$ cat src/rtl/accum_status_pkg.sv
// Shared constants for the accumulation status stage and its bus decoder.
// Channel count, overrun counter width and status word bit positions.
package accum_status_pkg;

  localparam int NUM_CHANNELS_DEF = 12;
  localparam int OVR_CNT_W_DEF    = 8;

  localparam int STAT_ACCUM_INT_BIT = 0;
  localparam int STAT_MEAS_BIT      = 1;

endpackage

$ cat src/rtl/accum_status_chan.sv
// One channel slice: pending dump, published new_data flag and sticky overrun.
// new_ovr flags an unread flag being overwritten in this cycle.
module accum_status_chan
  import accum_status_pkg::*;
(
  input  logic clk,
  input  logic rstn,
  input  logic accum_enable,
  input  logic dump,
  input  logic new_data_read,
  input  logic status_read,
  output logic new_data,
  output logic overrun,
  output logic new_ovr
);

  logic pending;
  logic pub;

  // A dump arriving with accum_enable is published now, not held.
  assign pub     = pending | dump;
  assign new_ovr = accum_enable & pub & new_data & ~new_data_read;

  always_ff @(posedge clk or negedge rstn) begin
    if (!rstn) begin
      pending  <= 1'b0;
      new_data <= 1'b0;
      overrun  <= 1'b0;
    end else begin
      if (accum_enable)
        pending <= 1'b0;
      else if (dump)
        pending <= 1'b1;

      if (accum_enable)
        new_data <= (new_data & ~new_data_read) | pub;
      else if (new_data_read)
        new_data <= 1'b0;

      if (new_ovr)
        overrun <= 1'b1;
      else if (status_read)
        overrun <= 1'b0;
    end
  end

endmodule

$ cat src/rtl/accum_status.sv
// Accumulation status/interrupt stage below the time base.
// Optional saturating overrun event counter: ACCUM_OVR_COUNT_EN.
module accum_status
  import accum_status_pkg::*;
#(
  parameter int NUM_CHANNELS = NUM_CHANNELS_DEF,
  parameter int OVR_CNT_W    = OVR_CNT_W_DEF
) (
  input  logic                    clk,
  input  logic                    rstn,
  input  logic                    accum_enable,
  input  logic                    tic_enable,
  input  logic [NUM_CHANNELS-1:0] dump,
  input  logic                    status_read,
  input  logic                    new_data_read,
  output logic                    accum_int,
  output logic                    meas_status,
  output logic [NUM_CHANNELS-1:0] new_data,
  output logic [NUM_CHANNELS-1:0] overrun,
  output logic [OVR_CNT_W-1:0]    ovr_count
);

  logic [NUM_CHANNELS-1:0] new_ovr;

  for (genvar i = 0; i < NUM_CHANNELS; i++) begin : g_chan
    accum_status_chan u_chan (
      .clk           (clk),
      .rstn          (rstn),
      .accum_enable  (accum_enable),
      .dump          (dump[i]),
      .new_data_read (new_data_read),
      .status_read   (status_read),
      .new_data      (new_data[i]),
      .overrun       (overrun[i]),
      .new_ovr       (new_ovr[i])
    );
  end

  // Set wins over the status_read clear.
  always_ff @(posedge clk or negedge rstn) begin
    if (!rstn) begin
      accum_int   <= 1'b0;
      meas_status <= 1'b0;
    end else begin
      if (accum_enable)
        accum_int <= 1'b1;
      else if (status_read)
        accum_int <= 1'b0;

      if (tic_enable)
        meas_status <= 1'b1;
      else if (status_read)
        meas_status <= 1'b0;
    end
  end

`ifdef ACCUM_OVR_COUNT_EN
  localparam int PC_W  = $clog2(NUM_CHANNELS + 1);
  localparam int SUM_W = ((OVR_CNT_W > PC_W) ? OVR_CNT_W : PC_W) + 1;
  localparam logic [SUM_W-1:0] CNT_MAX =
    {{(SUM_W-OVR_CNT_W){1'b0}}, {OVR_CNT_W{1'b1}}};

  logic [PC_W-1:0]      ovr_pc;
  logic [OVR_CNT_W-1:0] ovr_base;
  logic [SUM_W-1:0]     ovr_sum;

  always_comb begin
    ovr_pc = '0;
    for (int i = 0; i < NUM_CHANNELS; i++)
      ovr_pc = ovr_pc + PC_W'(new_ovr[i]);
  end

  // Clear first, then add events from the same cycle.
  assign ovr_base = status_read ? '0 : ovr_count;
  assign ovr_sum  = SUM_W'(ovr_base) + SUM_W'(ovr_pc);

  always_ff @(posedge clk or negedge rstn) begin
    if (!rstn)
      ovr_count <= '0;
    else if (ovr_sum > CNT_MAX)
      ovr_count <= {OVR_CNT_W{1'b1}};
    else
      ovr_count <= ovr_sum[OVR_CNT_W-1:0];
  end
`else
  logic ovr_unused;
  assign ovr_unused = ^new_ovr;
  assign ovr_count  = '0;
`endif

endmodule

$ cat config.mk
export PLATFORM = sky130hd
export DESIGN_NAME = accum_status
export DESIGN_NICKNAME = d
export VERILOG_FILES = /design/src/rtl/accum_status_pkg.sv /design/src/rtl/accum_status_chan.sv /design/src/rtl/accum_status.sv
export SDC_FILE = /design/constraint.sdc
export NUM_CORES = 1
export LEC_CHECK = 0
export BUFFER_PORTS_ARGS = -buffer_cell sky130_fd_sc_hd__buf_4
export CELL_PAD_IN_SITES_DETAIL_PLACEMENT = 1
export CELL_PAD_IN_SITES_GLOBAL_PLACEMENT = 2
export CORE_MARGIN = 5
export CORE_UTILIZATION = 31
export CTS_CLUSTER_DIAMETER = 120
export DETAILED_ROUTE_END_ITERATION = 7
export GPL_ROUTABILITY_DRIVEN = 0
export PLACE_DENSITY = 0.83
export SYNTH_ARGS = -nofsm -noshare
export SYNTH_HDL_FRONTEND = slang
export SYNTH_SLANG_ARGS = --single-unit
$ cat constraint.sdc
create_clock -name clk -period 0.8 [get_ports clk]
set_input_delay 0.08 -clock clk [delete_from_list [all_inputs] [get_ports clk]]
set_output_delay 0.08 -clock clk [all_outputs]
set_load 0.02 [all_outputs]
==> impl_metrics.yaml <==
clock_network:
  cts_buffer_depth: 2
  clk_latency_ns: 0.28
  cts.sinks: 38
  htree_levels: 2
  clk_pin_slew_ns: 0.07
  cts_tree: "done"
  numCtsBuffers: 5
  root_buffer: "clkbuf_8"
timing:
  tns_ns: -2.46
  setup_viol: 28
  rsz0062_at_grt: "yes"
  slew_viol_final: 0
  finalCritPeriodShare_pct: 114
  fmax_mhz: 1090
  hold_violations: 0
  skew_ns: 0.00543
  period_minus_slack_ns: 0.914
  worst_slack_ns: -0.114
synth:
  synth_top_family_by_area: "buffers and inverters"
  seq_area_frac_synth_pct: 56.3
  synth_xor_area_share_pct: 0
  syn_inst: 150
  synth_cell_type_count: 15
  synth_simple_gate_area_share_pct: 12.5
  synth_mux_area_share_pct: 0
  avgSynthCellArea_um2: 11.3
  ys_seq_elements: 38
  yosys.area_share.adder_pct: 0
  synth_compound_area_share_pct: 14.8
  syn_area_um2: 1690
  ys_warn_count: 0
power_and_ir_drop:
  internal-power_w: 0.00357
  p_sw_w: 0.00128
  p_clk_share_pct: 32.2
  combPwrFrac_pct: 22.4
  vdd_ir_drop_max_mv: 0.903
  seq_power_share_pct: 45.4
  powerDensity_nw_per_um2: 2050
  swShare_pct: 26.3
  finalPower_w: 0.00485
  p_leak_nw: 1.17
final_layout:
  antenna_cells: 0
  layout-drive-gt1-share_pct: 50.0
  final_area_um2: 2360
  final_cell_mix: "dfrtp_1, buf_4, buf_6"
  layout_commonest_cell: "dfrtp_1"
  post-route-util_pct: 45.4
  final_nets: 215
  area_growth_pct: 40.1
critical_path:
  path_delay_family: "flip-flops"
  critPathMaxStageDelay_ns: 0.41
  cp_slowest_cell: "dfrtp_1"
  path_class: "flop to primary output"
  timing.rr.start: "g_chan[5].u_chan.overrun$_DFFE_PN0P_"
  cp_data_arrival_time_ns: 0.83
  cp-start-kind: "flop"
  crit_buf_inv: 1
  cp-startpoint: "g_chan[2].u_chan.overrun$_DFFE_PN0P_"
  crit_chain: "buf_6"
  crit_fanout: 2
  required_ns: 0.72
  end_kind: "primary output"
die:
  die_height_um: 83.8
  dieArea_um2: 7020
  core.rowCount: 26
  num_io_pins: 52
  core_area_um2: 5200
  initial_utilization_pct: 32.4
  die_x_um: 83.8
run_status:
  violations: "negative setup slack"
  status: "complete, but fails checks"
min_path:
  min-delay-start: "dump[0]"
  hold_class: "input pin to flop"
routing:
  drc: 0
  drtPass1Iterations: 2
  wl_um: 3950
  post_drt_wl_per_cell_um: 14.8
  drt-initial-drc-count: 30
  ant_nets: 0
  dr_total_vias: 1133
  routed_via_density: 4.23
place:
  placed_cell_area_um2: 1890
  dp_hpwl_um: 2690
  place_ws_ns: -0.0638
  port_buffers: 43
grt:
  gr-total-overflow: 0
  grt_pass1_vias: 1293
  grt_pass1_wl_um: 6250
  grt_max_degree: 39
  grt_usage_pct: 11.4
  antenna_found_initial: 0
run:
  maxCapViolCount: 0
timing repair:
| item | CTS | global route |
|---|---|---|
| setup endpoints to repair | 35 | 38 |
| setup buffers | 17 | 6 |
| pin swaps | 2 | 2 |
| endpoints found under the hold margin | 38 | 1 |
| gates resized for setup | 32 | 15 |
| hold buffers | 1 | 1 |
cells by family (layout without fill, tap and decap cells):
group	count (synthesis)	after routing
AO/OA/AOI/OAI	26	26
flip-flops	38	38
buffers and inverters	37	78
AND/OR/NAND/NOR	48	48
other	1	8
registers in the layout (all words and copies together) (netlist names):
name / flops
accum_int: 1
g_chan.u_chan.new_data: 12
g_chan.u_chan.overrun: 12
g_chan.u_chan.pending: 12
meas_status: 1
cell usage after synthesis:
library cell / instances / area [µm²]
dfrtp_1: 38 / 951
buf_4: 33 / 248
nor2_1: 24 / 90.1
nand2_1: 12 / 45.0
nand2b_1: 12 / 75.1
o21ai_2: 7 / 61.3
o2bb2ai_2: 7 / 105
o21ai_0: 5 / 25.0
o2bb2ai_1: 5 / 43.8
a21o_1: 2 / 15.0
buf_2: 1 / 5.00
buf_6: 1 / 11.3
clkbuf_2: 1 / 5.00
conb_1: 1 / 3.75
inv_1: 1 / 3.75
layout make-up:
class / count / area [µm²]
Clock buffer: 7 / 76.3
Inverter: 1 / 3.75
Multi-Input combinational cell: 82 / 568
Fill cell: 566 / 2840
Tap cell: 70 / 87.6
Sequential cell: 38 / 951
Timing Repair Buffer: 69 / 648
Clock inverter: 1 / 30.0
worst paths after layout:
| kind | to | slack (ns) | cells after the start |
|---|---|---|---|
| setup / recovery | overrun[2] | -0.11 | 1 |
| hold / removal | g_chan[0].u_chan.new_data$_DFFE_PN0P_ | 0.03 | 3 |
| setup reg to reg | g_chan[5].u_chan.overrun$_DFFE_PN0P_ | -0.07 | 3 |
| hold reg to reg | g_chan[7].u_chan.pending$_DFFE_PN0P_ | 0.50 | 2 |
| max in group asynchronous | g_chan[3].u_chan.pending$_DFFE_PN0P_ | 0.12 | 2 |
| min in group asynchronous | g_chan[7].u_chan.overrun$_DFFE_PN0P_ | 0.34 | 2 |
metrics by stage:
step / std cells / hold slack (ns)
floorplan: 157 / -0.216
global placement: 237 / 0.0601
detailed placement: 237 / 0.0774
CTS: 263 / 0.00125
global route: 268 / 0.0116
finish: 268 / 0.0259
routing by layer:
metal	global-route usage [%]	vias to the layer above	routed length, µm
li1	-	544	-
met1	11.2	561	1460
met2	22.1	26	2330
met3	3.26	2	129
met4	4.39	0	41
met5	0	-	0
power groups by stage:
stage / logic [W] / registers (W) / clock network (W)
finish: 0.00108 / 0.00220 / 0.00156
detailed placement: 0.000791 / 0.00222 / 0
global route: 0.00117 / 0.00222 / 0.00173
global placement: 0.000759 / 0.00221 / 0
CTS: 0.000995 / 0.00219 / 0.00163
floorplan: 0.000599 / 0.00220 / 0
No activity file was read; power rests on OpenSTA's default activity.
